`src/rtl/fpu_ctrl_pkg.sv`:
```
// -----------------------------------------------------------------------------
// fpu_ctrl_pkg
// Shared definitions for the FPU pipeline controller: operation codes,
// divider FSM state encoding, the per-stage tracking tag and a small decode
// helper used by the issue logic.
// -----------------------------------------------------------------------------
package fpu_ctrl_pkg;

    // Operation codes presented on ReqOp0 / ReqOp1 and echoed on IssueOp.
    localparam logic [1:0] OP_ADD = 2'b00;
    localparam logic [1:0] OP_SUB = 2'b01;
    localparam logic [1:0] OP_MUL = 2'b10;
    localparam logic [1:0] OP_DIV = 2'b11;

    // Shared iterative divider sequencing states.
    typedef enum logic [1:0] {
        DIV_IDLE = 2'b00,
        DIV_BUSY = 2'b01,
        DIV_DONE = 2'b10
    } div_state_e;

    // Per-stage bookkeeping carried alongside the arithmetic datapath.
    typedef struct packed {
        logic       valid;
        logic [1:0] op;
        logic       req;
    } stage_tag_t;

    // Divides go to the shared iterative unit; everything else to the pipeline.
    function automatic logic is_div_op(input logic [1:0] op);
        return (op == OP_DIV);
    endfunction

endpackage

```
`src/rtl/rr_arbiter2.sv`:
```
// -----------------------------------------------------------------------------
// rr_arbiter2
// Two-way round-robin arbiter. The grant is purely combinational from the
// (already qualified) request vector; the priority pointer flips toward the
// requester that was not served whenever a grant is given.
//
// Ports:
//   clk    in   clock
//   reset  in   synchronous active-high reset (pointer favours requester 0)
//   req    in   [1:0] qualified requests
//   gnt    out  [1:0] one-hot grant (or zero)
// -----------------------------------------------------------------------------
module rr_arbiter2
    import fpu_ctrl_pkg::*;
(
    input  logic       clk,
    input  logic       reset,
    input  logic [1:0] req,
    output logic [1:0] gnt
);

    // 1'b1 means requester 1 wins a tie
    logic prio_r;

    // One-hot grant selection, pointer only matters under contention
    always_comb begin
        gnt = 2'b00;
        if (req[0] && (!req[1] || !prio_r)) begin
            gnt = 2'b01;
        end else if (req[1]) begin
            gnt = 2'b10;
        end else begin
            gnt = 2'b00;
        end
    end

    // Priority pointer: favour whoever was not granted most recently
    always_ff @(posedge clk) begin
        if (reset) begin
            prio_r <= 1'b0;
        end else if (gnt[0]) begin
            prio_r <= 1'b1;
        end else if (gnt[1]) begin
            prio_r <= 1'b0;
        end else begin
            prio_r <= prio_r;
        end
    end

endmodule

```
`src/rtl/fpu_pipe_controller.sv`:
```
// -----------------------------------------------------------------------------
// fpu_pipe_controller
// Control plane for an FPU with a PipeDepth-stage add/sub/mul pipeline and a
// shared iterative divider. Arbitrates two requesters, tracks valid/tag per
// pipeline stage, sequences the divider and arbitrates the result mux.
//
// Parameters:
//   PipeDepth   pipeline stages (2..8)
//   DivCycles   divider occupancy per divide (2..63)
//
// Ports:
//   Clk          in   clock
//   Reset        in   synchronous active-high reset
//   ReqValid     in   [1:0] per-requester request
//   ReqOp0/1     in   [1:0] op code per requester
//   ReqAck       out  [1:0] one-hot combinational grant
//   IssueOp      out  [1:0] granted op code
//   IssueValid   out  operand capture strobe
//   StageEn      out  [PipeDepth-1:0] pipeline register load enables
//   DivStart     out  divider start pulse
//   ResultValid  out  result present at the output mux
//   ResultSel    out  mux select (0 pipeline, 1 divider)
//   ResultTag    out  requester owning the presented result
//   ResultReady  in   consumer accepts the presented result
// -----------------------------------------------------------------------------
module fpu_pipe_controller
    import fpu_ctrl_pkg::*;
#(
    parameter int PipeDepth = 4,
    parameter int DivCycles = 12
) (
    input  logic                 Clk,
    input  logic                 Reset,
    input  logic [1:0]           ReqValid,
    input  logic [1:0]           ReqOp0,
    input  logic [1:0]           ReqOp1,
    output logic [1:0]           ReqAck,
    output logic [1:0]           IssueOp,
    output logic                 IssueValid,
    output logic [PipeDepth-1:0] StageEn,
    output logic                 DivStart,
    output logic                 ResultValid,
    output logic                 ResultSel,
    output logic                 ResultTag,
    input  logic                 ResultReady
);

    localparam int              CntW    = (DivCycles > 1) ? $clog2(DivCycles) : 1;
    localparam logic [CntW-1:0] CntLoad = CntW'(DivCycles - 1);
    localparam int              Last    = PipeDepth - 1;

    stage_tag_t      stage_r [PipeDepth];
    stage_tag_t      stage_in_s;

    div_state_e      div_state_r;
    div_state_e      div_state_s;
    logic [CntW-1:0] div_cnt_r;
    logic [CntW-1:0] div_cnt_s;
    logic            div_tag_r;
    logic            div_tag_s;

    logic            last_valid_s;
    logic            stall_s;
    logic            div_idle_s;
    logic            div_done_s;
    logic            div_accept_s;
    logic [1:0]      elig_s;
    logic [1:0]      gnt_s;
    logic [1:0]      grant_op_s;
    logic            grant_idx_s;
    logic            issue_pipe_s;
    logic            div_start_s;

    // Pipeline / divider status used by issue and output logic
    always_comb begin
        last_valid_s = stage_r[Last].valid;
        // The pipeline always wins the output mux, so it stalls only on its own result
        stall_s      = last_valid_s & ~ResultReady;
        div_idle_s   = (div_state_r == DIV_IDLE);
        div_done_s   = (div_state_r == DIV_DONE);
        // Divider result is only taken when the pipeline is not presenting
        div_accept_s = div_done_s & ~last_valid_s & ResultReady;
    end

    // Qualify requests so a blocked op never steals the grant from the other side
    always_comb begin
        elig_s = 2'b00;
        if (Reset) begin
            elig_s = 2'b00;
        end else begin
            elig_s[0] = ReqValid[0] & (is_div_op(ReqOp0) ? div_idle_s : ~stall_s);
            elig_s[1] = ReqValid[1] & (is_div_op(ReqOp1) ? div_idle_s : ~stall_s);
        end
    end

    rr_arbiter2 u_arb (
        .clk   (Clk),
        .reset (Reset),
        .req   (elig_s),
        .gnt   (gnt_s)
    );

    // Decode the winning request into a pipeline issue or a divider start
    always_comb begin
        grant_idx_s  = 1'b0;
        grant_op_s   = OP_ADD;
        issue_pipe_s = 1'b0;
        div_start_s  = 1'b0;
        stage_in_s   = '0;
        if (gnt_s[1]) begin
            grant_idx_s = 1'b1;
            grant_op_s  = ReqOp1;
        end else if (gnt_s[0]) begin
            grant_idx_s = 1'b0;
            grant_op_s  = ReqOp0;
        end else begin
            grant_idx_s = 1'b0;
            grant_op_s  = OP_ADD;
        end
        if (gnt_s != 2'b00) begin
            issue_pipe_s = ~is_div_op(grant_op_s);
            div_start_s  = is_div_op(grant_op_s);
        end else begin
            issue_pipe_s = 1'b0;
            div_start_s  = 1'b0;
        end
        if (issue_pipe_s) begin
            stage_in_s.valid = 1'b1;
            stage_in_s.op    = grant_op_s;
            stage_in_s.req   = grant_idx_s;
        end else begin
            stage_in_s = '0;
        end
    end

    // Valid/tag shift register; frozen as a whole while the last stage is stalled
    always_ff @(posedge Clk) begin
        if (Reset) begin
            for (int k = 0; k < PipeDepth; k++) begin
                stage_r[k] <= '0;
            end
        end else if (!stall_s) begin
            stage_r[0] <= stage_in_s;
            for (int k = 1; k < PipeDepth; k++) begin
                stage_r[k] <= stage_r[k-1];
            end
        end
    end

    // Divider FSM next state; the counter moves only while BUSY
    always_comb begin
        div_state_s = div_state_r;
        div_cnt_s   = div_cnt_r;
        div_tag_s   = div_tag_r;
        case (div_state_r)
            DIV_IDLE: begin
                if (div_start_s) begin
                    div_state_s = DIV_BUSY;
                    div_cnt_s   = CntLoad;
                    div_tag_s   = grant_idx_s;
                end else begin
                    div_state_s = DIV_IDLE;
                end
            end
            DIV_BUSY: begin
                // Reaching zero on this edge completes the occupancy window
                if (div_cnt_r == CntW'(1)) begin
                    div_state_s = DIV_DONE;
                    div_cnt_s   = div_cnt_r - CntW'(1);
                end else if (div_cnt_r == '0) begin
                    div_state_s = DIV_DONE;
                end else begin
                    div_cnt_s   = div_cnt_r - CntW'(1);
                end
            end
            DIV_DONE: begin
                if (div_accept_s) begin
                    div_state_s = DIV_IDLE;
                end else begin
                    div_state_s = DIV_DONE;
                end
            end
            default: begin
                div_state_s = DIV_IDLE;
                div_cnt_s   = '0;
                div_tag_s   = 1'b0;
            end
        endcase
    end

    // Divider FSM state, counter and owner registers
    always_ff @(posedge Clk) begin
        if (Reset) begin
            div_state_r <= DIV_IDLE;
            div_cnt_r   <= '0;
            div_tag_r   <= 1'b0;
        end else begin
            div_state_r <= div_state_s;
            div_cnt_r   <= div_cnt_s;
            div_tag_r   <= div_tag_s;
        end
    end

    // Output drive; forced quiet while Reset is asserted so nothing stale leaks out
    always_comb begin
        ReqAck      = 2'b00;
        IssueOp     = 2'b00;
        IssueValid  = 1'b0;
        StageEn     = '0;
        DivStart    = 1'b0;
        ResultValid = 1'b0;
        ResultSel   = 1'b0;
        ResultTag   = 1'b0;
        if (Reset) begin
            ReqAck = 2'b00;
        end else begin
            ReqAck      = gnt_s;
            IssueValid  = (gnt_s != 2'b00);
            IssueOp     = (gnt_s != 2'b00) ? grant_op_s : 2'b00;
            StageEn     = stall_s ? '0 : {PipeDepth{1'b1}};
            DivStart    = div_start_s;
            ResultValid = last_valid_s | div_done_s;
            ResultSel   = ~last_valid_s & div_done_s;
            if (last_valid_s) begin
                ResultTag = stage_r[Last].req;
            end else if (div_done_s) begin
                ResultTag = div_tag_r;
            end else begin
                ResultTag = 1'b0;
            end
        end
    end

endmodule

```
`config.mk`:
```
export PLATFORM = sky130hd
export DESIGN_NAME = fpu_pipe_controller
export DESIGN_NICKNAME = d
export VERILOG_FILES = /design/src/rtl/fpu_ctrl_pkg.sv /design/src/rtl/rr_arbiter2.sv /design/src/rtl/fpu_pipe_controller.sv
export SDC_FILE = /design/constraint.sdc
export NUM_CORES = 1
export LEC_CHECK = 0
export BUFFER_PORTS_ARGS = -buffer_cell sky130_fd_sc_hd__buf_2
export CAP_MARGIN = 20
export CELL_PAD_IN_SITES_DETAIL_PLACEMENT = 1
export CELL_PAD_IN_SITES_GLOBAL_PLACEMENT = 1
export CORE_UTILIZATION = 36
export DETAILED_ROUTE_END_ITERATION = 16
export PLACE_DENSITY = 0.85
export SLEW_MARGIN = 10
export SYNTH_ARGS = -nofsm -noshare
export SYNTH_HDL_FRONTEND = slang
export SYNTH_SLANG_ARGS = --single-unit
```
`constraint.sdc`:
```
create_clock -name Clk -period 2 [get_ports Clk]
set_input_delay 0.4 -clock Clk [delete_from_list [all_inputs] [get_ports Clk]]
set_output_delay 0.4 -clock Clk [all_outputs]
set_load 0.02 [all_outputs]
```
Yosys cells after proc, flatten, opt, wreduce, memory -nomap -nowiden

Memory sizes are Yosys's and may differ from the RTL's.
Index checks and enable logic that the tools add are counted.

Add/sub/neg operators: 1
Eq/ne operators: 9
Mux-type cells: 45
Bitwise gates (word level): 16
Reduce and logical (&&, ||, !) cells: 10

Operators with widths:

| kind                                                                     | number |
|---|---|
| 4-bit 2-to-1 mux                                                         | 10 |
| 2-bit 2-to-1 mux                                                         | 11 |
| 1-bit 2-to-1 mux                                                         | 21 |
| 4-bit one-hot mux with 3 select lines                                    | 1 |
| 2-bit equality test (second input constant)                              | 4 |
| 3-bit inequality test (second input constant)                            | 2 |
| 1-bit NOT                                                                | 6 |
| 2-bit one-hot mux with 3 select lines                                    | 1 |
| 1-bit AND                                                                | 5 |
| 1-bit OR                                                                 | 5 |
| 4-bit by 1-bit equality test with 1-bit output (second input constant)   | 1 |
| 4-bit logical NOT                                                        | 1 |
| 4-bit by 1-bit subtractor with 4-bit output (second input constant)      | 1 |
| 3-bit AND reduction                                                      | 1 |
| 2-bit by 1-bit equality test with 1-bit output (second input constant)   | 1 |
| 1-bit logical NOT                                                        | 2 |
| 2-bit logical NOT                                                        | 1 |
| 2-bit by 1-bit inequality test with 1-bit output (second input constant) | 1 |
| 1-bit one-hot mux with 2 select lines                                    | 1 |
| 2-bit AND reduction                                                      | 1 |
| 2-bit nonzero test                                                       | 1 |
| 2-bit OR reduction                                                       | 1 |
| 1-bit logical AND                                                        | 1 |
| 1-bit logical OR                                                         | 1 |

Register bits after elaboration: 8
Memory bits (writable): 16
Logic and storage cells: 86
Memories kept: 1

Memory list:

| memory  | depth | width | read ports | clocked after Yosys merged registers in | write ports | line                      | source |
|---|---|---|---|---|---|---|---|
| stage_r | 4     | 4     | 4          | 0                                       | 4           | fpu_pipe_controller.sv:52 | `stage_tag_t stage_r [PipeDepth];` |

Longest topological paths before layout

Gate-level depths: netlist of run 1.

Word-level depth: 17
Depth in mapped cells: 7
Gate-level depth less buffers: 7

By module

From an unflattened synthesis of run 1, not the netlist that was laid out.

Cells, all modules: 113
Area total of the unflattened synthesis: 1,022.2 µm²

Modules (own cells, without submodules):

| module              | instances | cells each | area each (µm²) | sequential area each (µm²) |
|---|---|---|---|---|
| fpu_pipe_controller | 1         | 107        | 963.4           | 380.4 |
| rr_arbiter2         | 1         | 6          | 58.8            | 20.0 |

Worst setup path before layout of run 1

No wires, ideal clock.

Path type: register to output
From: reg div_state_r[0]
To: out IssueOp[0]
Arrival time: 1,977 ps
Path slack: -377 ps
Stages on the path, launching flop included: 7
Buffers on the path: 0
Cell sequence: dfxtp_1 inv_1 ha_1 nand3b_1 o2111a_1 nor3_1 a22o_1

Longest elaborated chain between the ends: 12

RTL lines:

| what                   | line                       | source |
|---|---|---|
| start, declared        | fpu_pipe_controller.sv:55  | `div_state_e div_state_r;` |
| start signal, assigned | fpu_pipe_controller.sv:198 | `div_state_r <= div_state_s;` |
| 2-bit logical NOT *    | fpu_pipe_controller.sv:79  | `div_idle_s = (div_state_r == DIV_IDLE);` |
| 1-bit 2-to-1 mux       | fpu_pipe_controller.sv:92  | `elig_s[1] = ReqValid[1] & (is_div_op(ReqOp1) ? div_idle_s : ~stall_s);` |
| 1-bit AND              | fpu_pipe_controller.sv:92  |  |
| 2-bit 2-to-1 mux *     | fpu_pipe_controller.sv:88  | `if (Reset) begin` |
| 1-bit logical NOT      | rr_arbiter2.sv:28          | `if (req[0] && (!req[1] \|\| !prio_r)) begin` |
| 1-bit logical OR       | rr_arbiter2.sv:28          |  |
| 1-bit logical AND      | rr_arbiter2.sv:28          |  |
| 2-bit 2-to-1 mux *     | rr_arbiter2.sv:28          |  |
| 2-bit 2-to-1 mux       | fpu_pipe_controller.sv:113 | `end else if (gnt_s[0]) begin` |
| 2-bit 2-to-1 mux       | fpu_pipe_controller.sv:110 | `if (gnt_s[1]) begin` |
| 2-bit 2-to-1 mux *     | fpu_pipe_controller.sv:219 | `IssueOp = (gnt_s != 2'b00) ? grant_op_s : 2'b00;` |
| 2-bit 2-to-1 mux *     | fpu_pipe_controller.sv:214 | `if (Reset) begin` |
| end, declared          | fpu_pipe_controller.sv:38  | `output logic [1:0] IssueOp,` |

Mark *: on every way between the ends. The rest lies on a longest branch, timed or not.

Worst setup path after layout of run 1

From: reg div_state_r[0]
To: out DivStart

Longest elaborated chain between the ends: 13

RTL lines:

| what                | line                       | source |
|---|---|---|
| 2-bit logical NOT * | fpu_pipe_controller.sv:79  |  |
| 1-bit 2-to-1 mux    | fpu_pipe_controller.sv:92  |  |
| 1-bit AND           | fpu_pipe_controller.sv:92  |  |
| 2-bit 2-to-1 mux *  | fpu_pipe_controller.sv:88  |  |
| 1-bit logical NOT   | rr_arbiter2.sv:28          |  |
| 1-bit logical OR    | rr_arbiter2.sv:28          |  |
| 1-bit logical AND   | rr_arbiter2.sv:28          |  |
| 2-bit 2-to-1 mux *  | rr_arbiter2.sv:28          |  |
| 2-bit 2-to-1 mux    | fpu_pipe_controller.sv:113 |  |
| 2-bit 2-to-1 mux    | fpu_pipe_controller.sv:110 |  |
| 2-bit equality test | fpu_ctrl_pkg.sv:31         | `return (op == OP_DIV);` |
| 1-bit 2-to-1 mux *  | fpu_pipe_controller.sv:120 | `if (gnt_s != 2'b00) begin` |
| 1-bit 2-to-1 mux *  | fpu_pipe_controller.sv:214 |  |
| end, declared       | fpu_pipe_controller.sv:41  | `output logic DivStart,` |

Marks and branches as above.

==> results.toml, run 1 <==
[worst_setup_path]
path_class = "reg -> out"
endpoint = "DivStart"
crit_start = "div_state_r[0]"
r2r_cells = 8
reg2reg_from = "div_state_r[0]"
reg2reg_slack_ns = 0.07
crit_path_frequent_cell = "nor2_4"
cp-end-kind = "primary output"
crit_family = "compound AO/OA/AOI/OAI gates"
slowest_stage = "dfxtp_2"
required_ns = 1.60
worstPathCellList = "inv_2 > ha_4 > nand3b_1 > o21a_4 > a311oi_4 > nor2_4 > nor2_4 > buf_6"
cp_num_cells = 8
critPathBufInv = 2
r2r-end = "div_cnt_r[3]"
arrival_ns = 1.89
startpoint_type = "register"
path_max_fanout = 3
slowest_delay_ns = 0.35

[placed_design]
place.gp.congestion = 0.9529
dp_hpwl_um = 2437
place_ws_ns = -0.1097
numPortBuffers = 21
place_area_um2 = 1346
dp_cells = 181

[floorplan]
chipHeight_um = 56.80
die-area_um2 = 3226
ios = 22
core_um2 = 2805
rows = 19
initial_utilization = 0.3854
dieWidth_um = 56.80

[sta]
finClkSkew_ns = 0.003527
finalSetupTns_ns = -1.245
tightest_slew_ns = 0.4978
maxSlewHeadroom = 0.6637
fin_crit_ns = 2.286
rsz0062_at_grt = "true"
period_share = 1.143
slew_violations = 0
finalHoldViolCount = 0
setup_viol = 6
timing.fmax_ghz = 0.4375
finalWorstSetupSlack_ns = -0.2859

[power_and_ir_drop]
internal_power_uw = 566.1
leakagePower_uw = 0.0006448
cellPowerDensity_nw_per_um2 = 565.8
peakVddDrop_v = 0.0002727
combPwrFrac = 0.329
clkPwrFrac = 0.225
swShare = 0.3424
seqPwrFrac = 0.446
p_switching_uw = 294.8

[yosys]
yosysWarnings = 0
syn_area_um2 = 1081
synth_edf_count = 8
synth_nets = 135
synth_cells = 119
yosys.cell_types.count = 37
ys_seq_elements = 16
avgSynthCellArea_um2 = 9.084
synth_seq_area_share = 0.3704
synthFlopType = "edfxtp_1"
async_flop_share = 0

[cells_and_area]
fin_nets = 175
insertedDiodeCount = 0
seq_area_um2 = 402.9
layout_commonest_cell = "buf_4"
final_util = 0.5424
fillers = 339
layout_common_cells = "buf_4, buf_2, nor2_1"
design_area_um2 = 1521
drive_gt1_frac = 0.4177
syn_to_final_growth_pct = 40.74
final_cell_count_no_fill = 189
multi_input_area_um2 = 728.2

[run_status]
violations = "DRC, setup timing"
outcome = "finished, violations left"

[clock_tree]
cts_root_buf = "clkbuf_4"
clkLatencyLatePin_ns = 0.30
clk_pin_slew_worst_paths_ns = 0.11
cts_buffers = 3
clock_path_buffers = 2
cts_tree = "yes"
hold_buffers = 0
clkSinkCount = 16
htreeDepth = 1

[worst_hold_path]
hold_path_class = "in -> reg"

[global_routing]
grt_max_degree = 14
first_global_vias = 1151
gr-total-overflow = 0
grt_pass1_wl_um = 5368
antenna_found_initial = 0
track_usage = 0.2213

[routing]
drc = 2
wirelength_um = 3398
drtIter0Drc = 52
vias_per_cell = 5.519
drt_pass1_iterations = 10
vias = 1043
wl_per_cell_um = 17.98
drtAntennaViolNets = 0

[job]
maxCapViolCount = 0
-- cell type report --
class | instances | area share
sequential | 16 | 0.2648
inverter | 10 | 0.02467
clock buffer | 3 | 0.01480
tap | 31 | 0.02549
multi-input combinational | 88 | 0.4786
clock inverter | 1 | 0.002467
timing repair buffer | 40 | 0.1891
-- registers in the layout (all words and copies together) (netlist names) --
name          cells
div_cnt_r         4
div_state_r       2
div_tag_r         1
stage_r           8
u_arb.prio_r      1
-- repair_timing --
action,CTS,global route
setup endpoints to repair,12,17
endpoints found under the hold margin,0,0
gates resized for setup,20,11
gates cloned,0,0
pin swaps,6,13
buffers inserted,3,3
-- power by group through the flow --
stage	Clock, uW	Combinational (uW)	Sequential [uW]
floorplan	0	162	385
global placement	0	227	385
detailed placement	0	242	389
CTS	190	266	382
global route	205	304	386
finish	194	283	384
-- routing by layer --
| metal | up-vias | wire length, um | track usage |
|---|---|---|---|
| met2 | 24 | 1787 | 0.3963 |
| met4 | 0 | 75 | 0.1220 |
| met1 | 514 | 1452 | 0.2557 |
| met3 | 6 | 83 | 0.02304 |
| li1 | 499 | - | - |
| met5 | - | 0 | 0 |
-- cell families after synthesis --
| logic type | share of synthesized area |
|---|---|
| xor+xnor | 0.008103 |
| simple gates | 0.2569 |
| buf+inv | 0.06250 |
| compound gates | 0.2107 |
| mux | 0.01042 |
| flops | 0.3704 |
| fa+ha+maj | 0.08101 |
-- worst min-delay path by stage --
| stage | start | end | slack (ns) | cells past startpoint |
|---|---|---|---|---|
| 6_report | Reset | u_arb.prio_r | 0.44 | 2 |
| 4_1_cts | Reset | u_arb.prio_r | 0.43 | 2 |
| 5_1_grt | Reset | u_arb.prio_r | 0.46 | 2 |
| 3_3_place_gp | div_tag_r | div_tag_r | 0.48 | 2 |
| 3_5_place_dp | div_tag_r | div_tag_r | 0.50 | 2 |
| 2_1_floorplan | div_state_r[0] | div_state_r[0] | 0.46 | 2 |
-- cells in the mapped netlist, types with 3 or more instances --
library cell / count / area share
o21ai_0: 3 / 0.014
dfxtp_1: 8 / 0.15
nor2_1: 15 / 0.052
nand2_1: 5 / 0.017
inv_1: 10 / 0.035
and2_1: 8 / 0.046
edfxtp_1: 8 / 0.22
buf_4: 3 / 0.021
nor2b_1: 5 / 0.029
a21oi_1: 9 / 0.042
nor3_1: 4 / 0.019
ha_1: 7 / 0.081
-- per-stage QoR --
| step | hold WS, ns | total power, uW |
|---|---|---|
| finish | 0.4365 | 860.9 |
| CTS | 0.4328 | 838.1 |
| floorplan | 0.4590 | 547.0 |
| detailed placement | 0.5011 | 630.5 |
| global route | 0.4587 | 895.0 |
| global placement | 0.4764 | 612.6 |
(Power assumes the default switching activity.)
==> inputs of run 2 (changes only) <==
- CORE_UTILIZATION: 36 -> 30
- CTS_CLUSTER_DIAMETER: not set -> 150
- PLACE_DENSITY: 0.85 -> 0.74
==> run 2 against run 1 <==
  * Critical path depth rose by 1
  * The run ends with setup timing left
  * Worst setup slack improved by 0.015 ns
  * Global-route usage fell by 5.4 points
  * First-iteration DRC count fell by 46%
  * Cell area fell by 0.66%
  * Sequential share of layout area rose by 0.18 points
  * Flip-flop and latch count did not move
  * Largest power group unchanged
  * Wire length fell by 13%
  * Utilization fell by 9.6 points
  * Clock power fell by 5%
  * Power fell by 2.9%
  * Highest routed layer unchanged
  * Fmax rose by 0.65%
  * Critical endpoint is now IssueOp[0]
==> results.toml, run 2 (synthesized netlist as in run 1, its figures left out) <==
[run_status]
outcome = "finished, violations left"
violations = "setup timing"

[global_routing]
antenna_found_initial = 0
grt_max_degree = 20
gr-total-overflow = 0
first_global_vias = 1036
track_usage = 0.1677
grt_pass1_wl_um = 4636

[sta]
finalHoldViolCount = 0
rsz0062_at_grt = "true"
timing.fmax_ghz = 0.4403
slew_violations = 0
tightest_slew_ns = 0.4709
holdWs_ns = 0.5187
finClkSkew_ns = 0.001438
setup_viol = 10
fin_crit_ns = 2.271
maxSlewHeadroom = 0.6861
finalWorstSetupSlack_ns = -0.2710
period_share = 1.136

[floorplan]
rows = 21
ios = 22
die-area_um2 = 3848
chipHeight_um = 62.03
core_um2 = 3390
dieWidth_um = 62.03
initial_utilization = 0.3189

[power_and_ir_drop]
p_switching_uw = 271.8
swShare = 0.3250
leakagePower_uw = 0.0006401
cellPowerDensity_nw_per_um2 = 553.3
p_total_uw = 836.2
seqPwrFrac = 0.456
peakVddDrop_v = 0.0002021
clkPwrFrac = 0.220
combPwrFrac = 0.324
internal_power_uw = 564.4

[worst_hold_path]
hold_path_depth = 2
hold_path_class = "reg -> reg"
worst_hold_path.endpoint = "div_tag_r"
min_from = "div_tag_r"

[clock_tree]
hold_buffers = 0
cts_tree = "yes"
clk_pin_slew_worst_paths_ns = 0.10
clock_path_buffers = 2
clkLatencyLatePin_ns = 0.30
cts_buffers = 3
htreeDepth = 1
clkSinkCount = 16
cts_root_buf = "clkbuf_4"

[cells_and_area]
final_util = 0.4459
insertedDiodeCount = 0
drive_gt1_frac = 0.4025
layout_commonest_cell = "buf_4"
layout_common_cells = "buf_4, buf_2, nor2_1"
fillers = 403
largest-register = "stage_r"
top_regs = "stage_r x8, div_cnt_r x4, div_state_r x2"
largest_reg_flops = 8
fin_nets = 176
syn_to_final_growth_pct = 39.81
design_area_um2 = 1511

[worst_setup_path]
slowest_stage = "dfxtp_2"
startpoint_type = "register"
reg2reg_slack_ns = 0.08
critPathBufInv = 3
cp_num_cells = 9
reg2reg_from = "div_state_r[1]"
r2r-end = "div_cnt_r[2]"
crit_family = "compound AO/OA/AOI/OAI gates"
cp-end-kind = "primary output"
path_class = "reg -> out"
worstPathCellList = "inv_2 > ha_4 > nand3b_1 > o211ai_1 > buf_4 > a31oi_4 > nor2b_4 > a22o_4 > buf_6"
path_max_fanout = 3
arrival_ns = 1.87
r2r_cells = 9
required_ns = 1.60
slowest_delay_ns = 0.35

[routing]
drtAntennaViolNets = 0
wl_per_cell_um = 14.44
vias_per_cell = 4.878
vias = 1000
drc = 0
drt_pass1_iterations = 4
wirelength_um = 2960
drtIter0Drc = 28

[placed_design]
place.gp.congestion = 0.8702
place_ws_ns = -0.07958
place_area_um2 = 1358
dp_hpwl_um = 2207
numPortBuffers = 21

[job]
maxCapViolCount = 0
[run 2: repair_timing]
item	CTS	global route
buffers inserted	4	2
pin swaps	7	2
endpoints found under the setup margin	11	13
resized for setup	17	5
hold endpoints to repair	0	0
[run 2: tightest hold or removal path, stage by stage (launching register included)]
cell and delay (ns):
dfxtp_1 0.33, nand2b_1 0.07, o22ai_1 0.07
[run 2: layout make-up]
cell class / instances / area, um^2 / share of cell area
clock buffer: 3 / 22.52 / 0.01490
clock inverter: 1 / 3.754 / 0.002483
inverter: 10 / 37.54 / 0.02483
multi-input combinational: 88 / 698.2 / 0.4619
sequential: 16 / 402.9 / 0.2666
tap: 46 / 57.56 / 0.03808
timing repair buffer: 41 / 289.0 / 0.1912
[run 2: worst max-delay path by stage]
stage / from / endpoint / slack [ns]
global route: div_state_r[1] / IssueOp[0] / -0.38
finish: div_state_r[1] / IssueOp[0] / -0.27
CTS: div_state_r[1] / DivStart / -0.25
floorplan: div_state_r[1] / DivStart / 0.02
detailed placement: ResultReady / div_cnt_r[2] / -0.08
global placement: div_state_r[1] / IssueOp[0] / -0.02
[run 2: power by group through the flow]
stage	clock network (uW)	logic [uW]	registers (uW)
finish	184	271	381
global route	207	295	384
CTS	186	262	381
detailed placement	0	239	388
global placement	0	227	386
floorplan	0	162	385
[run 2: metal layers]
| layer | wire length, um | track usage | up-vias |
|---|---|---|---|
| li1 | - | - | 499 |
| met1 | 1259 | 0.2071 | 478 |
| met2 | 1600 | 0.2948 | 20 |
| met3 | 74 | 0.01863 | 3 |
| met4 | 27 | 0.06984 | 0 |
| met5 | 0 | 0 | - |
[run 2: through the flow]
| step | instances | TNS (ns) |
|---|---|---|
| CTS | 203 | -1.066 |
| global placement | 195 | -0.01629 |
| global route | 205 | -2.318 |
| floorplan | 119 | 0 |
| detailed placement | 195 | -0.1778 |
| finish | 205 | -1.093 |
